--- src/rtl/div_pkg.sv ---
// Shared constants and state encoding for the 32/16 signed sequential divider.
package div_pkg;

    localparam int W_DVD = 32;
    localparam int W_DVS = 16;

    localparam logic [4:0]       DIV_STEPS = 5'd16;
    localparam logic [W_DVS-1:0] Q_MAX_POS = 16'd32767;
    localparam logic [W_DVS-1:0] Q_MAX_NEG = 16'd32768;

    typedef enum logic [2:0] {
        IDLE = 3'd0,
        RUN  = 3'd1,
        FIX  = 3'd2,
        DONE = 3'd3,
        WAIT = 3'd4
    } state_e;

endpackage

--- src/rtl/div_step.sv ---
// One restoring-division step: shift {R,Q} left one bit, subtract D when it fits.
module div_step
    import div_pkg::*;
(
    input  logic [W_DVS:0]   r_i,
    input  logic [W_DVS-1:0] q_i,
    input  logic [W_DVS:0]   d_i,
    output logic [W_DVS:0]   r_o,
    output logic [W_DVS-1:0] q_o
);

    logic [W_DVS+1:0] shifted;

    assign shifted = {r_i, q_i[W_DVS-1]};

    always_comb begin
        r_o = shifted[W_DVS:0];
        q_o = {q_i[W_DVS-2:0], 1'b0};
        if (shifted >= {1'b0, d_i}) begin
            r_o = shifted[W_DVS:0] - d_i;
            q_o = {q_i[W_DVS-2:0], 1'b1};
        end
    end

endmodule

--- src/rtl/div3216.sv ---
// Sequential 32/16 signed divider: 16 restoring steps on magnitudes, then a sign-fix cycle.
// DIV_FAST_ZERO_EN: divide-by-zero skips RUN/FIX and reports from IDLE straight to DONE.
module div3216
    import div_pkg::*;
(
    input  logic             clk,
    input  logic             reset,
    input  logic             ready,
    input  logic [W_DVD-1:0] dividend,
    input  logic [W_DVS-1:0] divisor,
    output logic             done,
    output logic [W_DVS-1:0] quotient,
    output logic [W_DVS-1:0] remainder,
    output logic             overflow,
    output logic             divzero,
    output state_e           state_o
);

    state_e           state_q;
    logic [W_DVS:0]   r_q, r_d, dvs_q;
    logic [W_DVS-1:0] q_q, q_d;
    logic [4:0]       cnt_q;
    logic             qneg_q, rneg_q, eovf_q, edz_q;
    logic [W_DVS-1:0] quot_q, rem_q;
    logic             ovf_q, dz_q;

    logic [W_DVD-1:0] dvd_abs;
    logic [W_DVS:0]   dvs_abs;
    logic             fix_ovf;

    // Magnitudes are unsigned, so -2^31 and -32768 map to their exact positive values.
    assign dvd_abs = dividend[W_DVD-1] ? -dividend : dividend;
    assign dvs_abs = {1'b0, (divisor[W_DVS-1] ? -divisor : divisor)};

    assign fix_ovf = eovf_q
                   | (!qneg_q && (q_q > Q_MAX_POS))
                   | ( qneg_q && (q_q > Q_MAX_NEG));

    div_step u_step (
        .r_i (r_q),
        .q_i (q_q),
        .d_i (dvs_q),
        .r_o (r_d),
        .q_o (q_d)
    );

    always_ff @(posedge clk) begin
        if (reset) begin
            state_q <= IDLE;
            r_q     <= '0;
            q_q     <= '0;
            dvs_q   <= '0;
            cnt_q   <= '0;
            qneg_q  <= 1'b0;
            rneg_q  <= 1'b0;
            eovf_q  <= 1'b0;
            edz_q   <= 1'b0;
            quot_q  <= '0;
            rem_q   <= '0;
            ovf_q   <= 1'b0;
            dz_q    <= 1'b0;
        end else begin
            case (state_q)
                IDLE: begin
                    if (ready) begin
                        qneg_q  <= dividend[W_DVD-1] ^ divisor[W_DVS-1];
                        rneg_q  <= dividend[W_DVD-1];
                        r_q     <= {1'b0, dvd_abs[W_DVD-1:W_DVS]};
                        q_q     <= dvd_abs[W_DVS-1:0];
                        dvs_q   <= dvs_abs;
                        cnt_q   <= DIV_STEPS;
                        // A high half not below the divisor guarantees |quotient| >= 2^16.
                        eovf_q  <= (dvs_abs == '0)
                                 | ({1'b0, dvd_abs[W_DVD-1:W_DVS]} >= dvs_abs);
                        edz_q   <= (divisor == '0);
`ifdef DIV_FAST_ZERO_EN
                        if (divisor == '0) begin
                            quot_q  <= '0;
                            rem_q   <= '0;
                            ovf_q   <= 1'b1;
                            dz_q    <= 1'b1;
                            state_q <= DONE;
                        end else begin
                            state_q <= RUN;
                        end
`else
                        state_q <= RUN;
`endif
                    end
                end
                RUN: begin
                    r_q   <= r_d;
                    q_q   <= q_d;
                    cnt_q <= cnt_q - 5'd1;
                    if (cnt_q == 5'd1) begin
                        state_q <= FIX;
                    end
                end
                FIX: begin
                    if (fix_ovf) begin
                        quot_q <= '0;
                        rem_q  <= '0;
                        ovf_q  <= 1'b1;
                        dz_q   <= edz_q;
                    end else begin
                        quot_q <= qneg_q ? -q_q : q_q;
                        rem_q  <= rneg_q ? -r_q[W_DVS-1:0] : r_q[W_DVS-1:0];
                        ovf_q  <= 1'b0;
                        dz_q   <= 1'b0;
                    end
                    state_q <= DONE;
                end
                DONE: begin
                    state_q <= ready ? WAIT : IDLE;
                end
                WAIT: begin
                    if (!ready) begin
                        state_q <= IDLE;
                    end
                end
                default: state_q <= IDLE;
            endcase
        end
    end

    assign done      = (state_q == DONE);
    assign quotient  = quot_q;
    assign remainder = rem_q;
    assign overflow  = ovf_q;
    assign divzero   = dz_q;
    assign state_o   = state_q;

endmodule

--- config.mk ---
export PLATFORM = sky130hd
export DESIGN_NAME = div3216
export DESIGN_NICKNAME = d
export VERILOG_FILES = /design/src/rtl/div_pkg.sv /design/src/rtl/div_step.sv /design/src/rtl/div3216.sv
export SDC_FILE = /design/constraint.sdc
export NUM_CORES = 1
export LEC_CHECK = 0
export CORE_ASPECT_RATIO = 0.6
export CORE_MARGIN = 8
export CORE_UTILIZATION = 30
export CTS_CLUSTER_SIZE = 25
export DETAILED_ROUTE_END_ITERATION = 10
export GPL_ROUTABILITY_DRIVEN = 1
export GPL_TIMING_DRIVEN = 0
export PLACE_DENSITY = 0.6
export SLEW_MARGIN = 20
export SYNTH_ARGS = -nofsm -noshare
export SYNTH_HDL_FRONTEND = slang
export SYNTH_SLANG_ARGS = --single-unit
--- constraint.sdc ---
create_clock -name clk -period 8.5 [get_ports clk]
set_clock_uncertainty 0.05 [all_clocks]
set_input_delay 1.275 -clock clk [delete_from_list [all_inputs] [get_ports clk]]
set_output_delay 1.275 -clock clk [all_outputs]
set_load 0.005 [all_outputs]
**After elaboration in Yosys (flattened, before gate mapping)**

Cells that the tools add are included.

- Register bits: 95
- Word-level logic and storage cells: 66
- Output and inout bits: 38

- Eq/ne operators: 8
- Magnitude comparators: 4
- Bitwise operators: 4
- Reductions and logical operators: 10
- $add $sub $neg: 6
- Multiplexer cells: 21

Operators by type and width:

| kind | count |
|---|---|
| $mux 16 | 6 |
| $neg 16->16 | 3 |
| $mux 17 | 2 |
| $pmux 17 s2 | 1 |
| $mux 32 | 1 |
| $neg 32->32 | 1 |
| $pmux 16 s2 | 1 |
| $ge 18x16->1 | 1 |
| $logic_not 17->1 | 1 |
| $sub 17x16->17 | 1 |
| $ge 16x16->1 | 1 |
| $gt 16x15->1 const B | 1 |
| $gt 16x16->1 const B | 1 |
| $logic_not 16->1 | 1 |
| $pmux 3 s5 | 1 |
| $mux 3 | 4 |
| $pmux 5 s2 | 1 |
| $eq 3x2->1 const B | 2 |
| $ne 2x2->1 const B | 3 |
| $eq 5x1->1 const B | 1 |
| $mux 5 | 1 |
| $sub 5x1->5 const B | 1 |
| $reduce_and 2->1 | 2 |
| $eq 3x1->1 const B | 1 |
| 9 further kinds | 14 |

**Logic depth before layout (Yosys ltp)**

- Depth after elaboration: 5
- Depth in mapped cells: 14

**Cells and area by module**

From an unflattened synthesis, not the netlist that was laid out.

- Cell total of the unflattened synthesis: 854
- Area, all modules: 6920.4 µm²

Modules (own cells, without submodules):

| module | cells an instance | times used | area an instance (µm²) |
|---|---|---|---|
| div3216 | 687 | 1 | 5625.4 |
| div_step | 167 | 1 | 1295.0 |

**Worst setup path before layout**

No wires, ideal clock.

- Path type: input to register
- Start point: in divisor[5]
- End point: reg eovf_q
- Data arrival time: 3970 ps
- Setup slack: 4411 ps
- Required time: 8381 ps
- Buffers on the path: 2
- Setup time: 69 ps
- Stages on the path: 12
- Cell sequence: buf_6 > or4_4 > or4_4 > buf_6 > o31ai_4 > xor2_2 > ha_1 > nand4_1 > a2111oi_0 > a21oi_1 > or3_1 > o21ai_1

- Word-level cells in the longest chain between the ends: 4

RTL lines:

| what | RTL line | source |
|---|---|---|
| from (decl) | div3216.sv:10 | `input logic [W_DVS-1:0] divisor,` |
| $neg 16->16 | div3216.sv:33 | `assign dvs_abs = {1'b0, (divisor[W_DVS-1] ? -divisor : divisor)};` |
| $mux 16 * | div3216.sv:33 |  |
| $ge 16x16->1 or $logic_not 17->1 (tied branches) | div3216.sv:74, div3216.sv:73 |  |
| $or 1x1->1 * | div3216.sv:74 | `\| ({1'b0, dvd_abs[W_DVD-1:W_DVS]} >= dvs_abs);` |
| to (signal assigned) | div3216.sv:73 | `eovf_q <= (dvs_abs == '0)` |
| to (decl) | div3216.sv:23 | `logic qneg_q, rneg_q, eovf_q, edz_q;` |

Mark *: on every way between the ends. The rest lies on a longest branch, timed or not.
A chain may end at the register's enable or synchronous reset.

**Final worst setup path**

- Start point: in dividend[0]
- End point: reg eovf_q

- Word-level cells in the longest chain between the ends: 4

RTL lines:

| what | RTL line | source |
|---|---|---|
| from (decl) | div3216.sv:9 | `input logic [W_DVD-1:0] dividend,` |
| $neg 32->32 | div3216.sv:32 | `assign dvd_abs = dividend[W_DVD-1] ? -dividend : dividend;` |
| $mux 32 | div3216.sv:32 |  |
| $ge 16x16->1 | div3216.sv:74 |  |
| $or 1x1->1 | div3216.sv:74 |  |

No other way between the ends.

==> out/metrics.cfg <==
[outcome]
status=completed

[synthesis]
synth.distinct_cells=67
yosys_warnings=0
yosys-top-cells-area=dfxtp_1 28%, ha_1 7.1%, xnor2_1 6.8%
synth_nets=942
synth-seq-cells=95
syn_area_mm2=0.006728
synthCells=852
synth.largest_area_cell=dfxtp_1
yosysMostFrequentCell=dfxtp_1
ys_top_cells_by_count=95 x dfxtp_1, 85 x nor2_1, 73 x nand2_1, 67 x a21oi_1, 52 x xnor2_1
synth_ff_type=dfxtp_1
avgSynthCellArea_um2=7.896
synth_edf_count=0
ys_async_sr_fraction_pct=0
yosysSeqAreaShare_pct=28.27
synth_top_area_share_pct=28.27

[clock_tree]
numCtsBuffers=9
cts_root_buffer=clkbuf_16
cts.path.max_buffers=2
cts_tree=done
postCtsHoldBufs=0
clk_pin_slew_worst_paths_ns=0.07
htreeDepth=3
cts.sinks=95
cts_resized=0
worstSkewPairLatency_ns=0.36
cts_setup_buffers=0

[setup_path]
r2r-start=r_q[0]$_SDFFE_PP0P_
end_kind=flip-flop
crit_type=input pin to flip-flop
path_max_fanout=5
critPathLaunch=dividend[0]
required_ns=8.75
start_kind=input pin
crit_arrival_ns=5.00

[detailed_routing]
vias_per_cell=5.500
drt-pass1-iter-count=5
vias=6809
ant_nets=0
routedWlPerCell_um=18.47
dr.first_iter.drc_count=621
drt_wl_total_um=22870
drc=0

[timing]
tightest_slew_ns=1.096
setup_violations=0
slew_headroom_pct=25.94
drv_slew=0
period_needed_ns=4.755
rsz0062_at_grt=false
period_share_pct=55.94
fin_hold_ws_ns=0.4045
fmax_ghz=0.2103
hold_viol_final=0
setup_tns_ns=0

[power]
power_mw=1.770
p_leak_nw=2.874
power_density_mw_per_mm2=214.7
ir_drop_mv=0.1165

[final_layout]
final_cell_area_mm2=0.008247
area_growth_pct=22.58
nFillCells=2305
drive_above_1_share_pct=3.992
num-nets-final=1037
fin_util_pct=37.45
diodes=0

[grt]
antenna_found_initial=0
grt_first_pass_wirelength_um=36160
grt_pass1_vias=6339
overflow=0
track_usage_pct=16.29
grt_max_degree=17

[min_path]
min_from=remainder[8]$_SDFFE_PP0P_
hp-class=flip-flop to flip-flop

[placed_design]
dp_hpwl_um=18620
gp_congestion=0.9079
dpl_cell_area_mm2=0.007926
portBuffers=84

[floorplan]
die_w_um=209.3
dieArea_mm2=0.02763
die_h_um=132.0
core_region_area_mm2=0.02202
pin_count=89
rows=42
initial_core_util_pct=30.55

[job]
cap_violations=0

## power breakdown
part	internal (mW)	leakage, nW	total (mW)	switching [mW]
combinational	0.322	1.94	0.763	0.441
sequential	0.486	0.776	0.558	0.0721
clock	0.259	0.156	0.448	0.189
total	1.07	2.87	1.77	0.702
## final cells by class
| cell class | instances | area, µm² | share of cell area, % |
|---|---|---|---|
| tap | 286 | 357.8 | 4.339 |
| buffer | 48 | 201.4 | 2.443 |
| multi-input combinational | 676 | 4501 | 54.57 |
| timing repair buffer | 84 | 840.8 | 10.20 |
| sequential | 95 | 1902 | 23.06 |
| clock buffer | 9 | 225.2 | 2.731 |
| clock inverter | 7 | 95.09 | 1.153 |
| inverter | 33 | 123.9 | 1.502 |
## sequential cells by signal (all words and copies together) (netlist names), 3 cells and up
register   flops
r_q           17
dvs_q         16
state_o        3
cnt_q          5
quotient      16
remainder     16
q_q           16
## worst max-delay path, stage by stage
cell,delay [ns]
clkdlybuf4s50_1,0.51
inv_1,0.10
ha_1,0.18
nor3b_1,0.45
nand4_1,0.30
o41ai_1,0.45
xnor2_1,0.27
ha_1,0.37
nand4_1,0.14
a2111oi_0,0.43
a21oi_1,0.14
or3_1,0.32
o21ai_1,0.07
## stage by stage
stage	cells	worst slack, ns
CTS	1238	3.828
finish	1238	3.745
global route	1238	3.413
floorplan	852	4.411
global placement	1222	3.411
detailed placement	1222	3.490
## layer usage
| layer | wire [µm] | track usage, % | vias up |
|---|---|---|---|
| li1 | - | - | 3293 |
| met1 | 11920 | 25.24 | 3242 |
| met2 | 8569 | 21.78 | 255 |
| met3 | 2183 | 4.440 | 19 |
| met4 | 194 | 2.574 | 0 |
| met5 | 0 | 0 | - |
## cell families (layout without fill, tap and decap cells)
family,Yosys count,in the layout,synth area share (%)
fa+ha+maj,39,39,7.365
buf+inv,81,181,4.835
flops,95,95,28.27
compound gates,244,244,24.14
mux,18,18,2.697
xor+xnor,84,84,11.16
simple gates,291,291,21.54
## final timing paths
check                                   end  slack (ns)  depth (start not counted)
hold reg to reg   remainder[8]$_SDFFE_PP0P_        0.40                          2
setup reg to reg        r_q[6]$_SDFFE_PP0P_        4.80                         11
setup / recovery        eovf_q$_SDFFE_PP0P_        3.75                         13
hold / removal    remainder[8]$_SDFFE_PP0P_        0.40                          2
## layout by cell type (no fill, tap or decap), types with 5 or more instances in the layout
master / instances
mux2i_1: 17
nand4_1: 7
dfxtp_1: 95
o21a_1: 11
o21ai_0: 40
or4_1: 6
nor2_1: 85
xor2_1: 30
a22oi_1: 32
ha_1: 38
o41ai_1: 8
a21oi_1: 67
o31ai_1: 15
nor3_1: 36
nand2_1: 73
nand3_1: 18
clkbuf_16: 9
clkdlybuf4s50_1: 84
o22ai_1: 7
clkbuf_1: 40
nor2b_1: 11
a211oi_1: 22
buf_2: 5
or3_1: 10
inv_1: 33
nor4_1: 10
nand2b_1: 9
xnor2_1: 52
a21o_1: 5
Note: power is estimated with default switching activity, not from simulation.
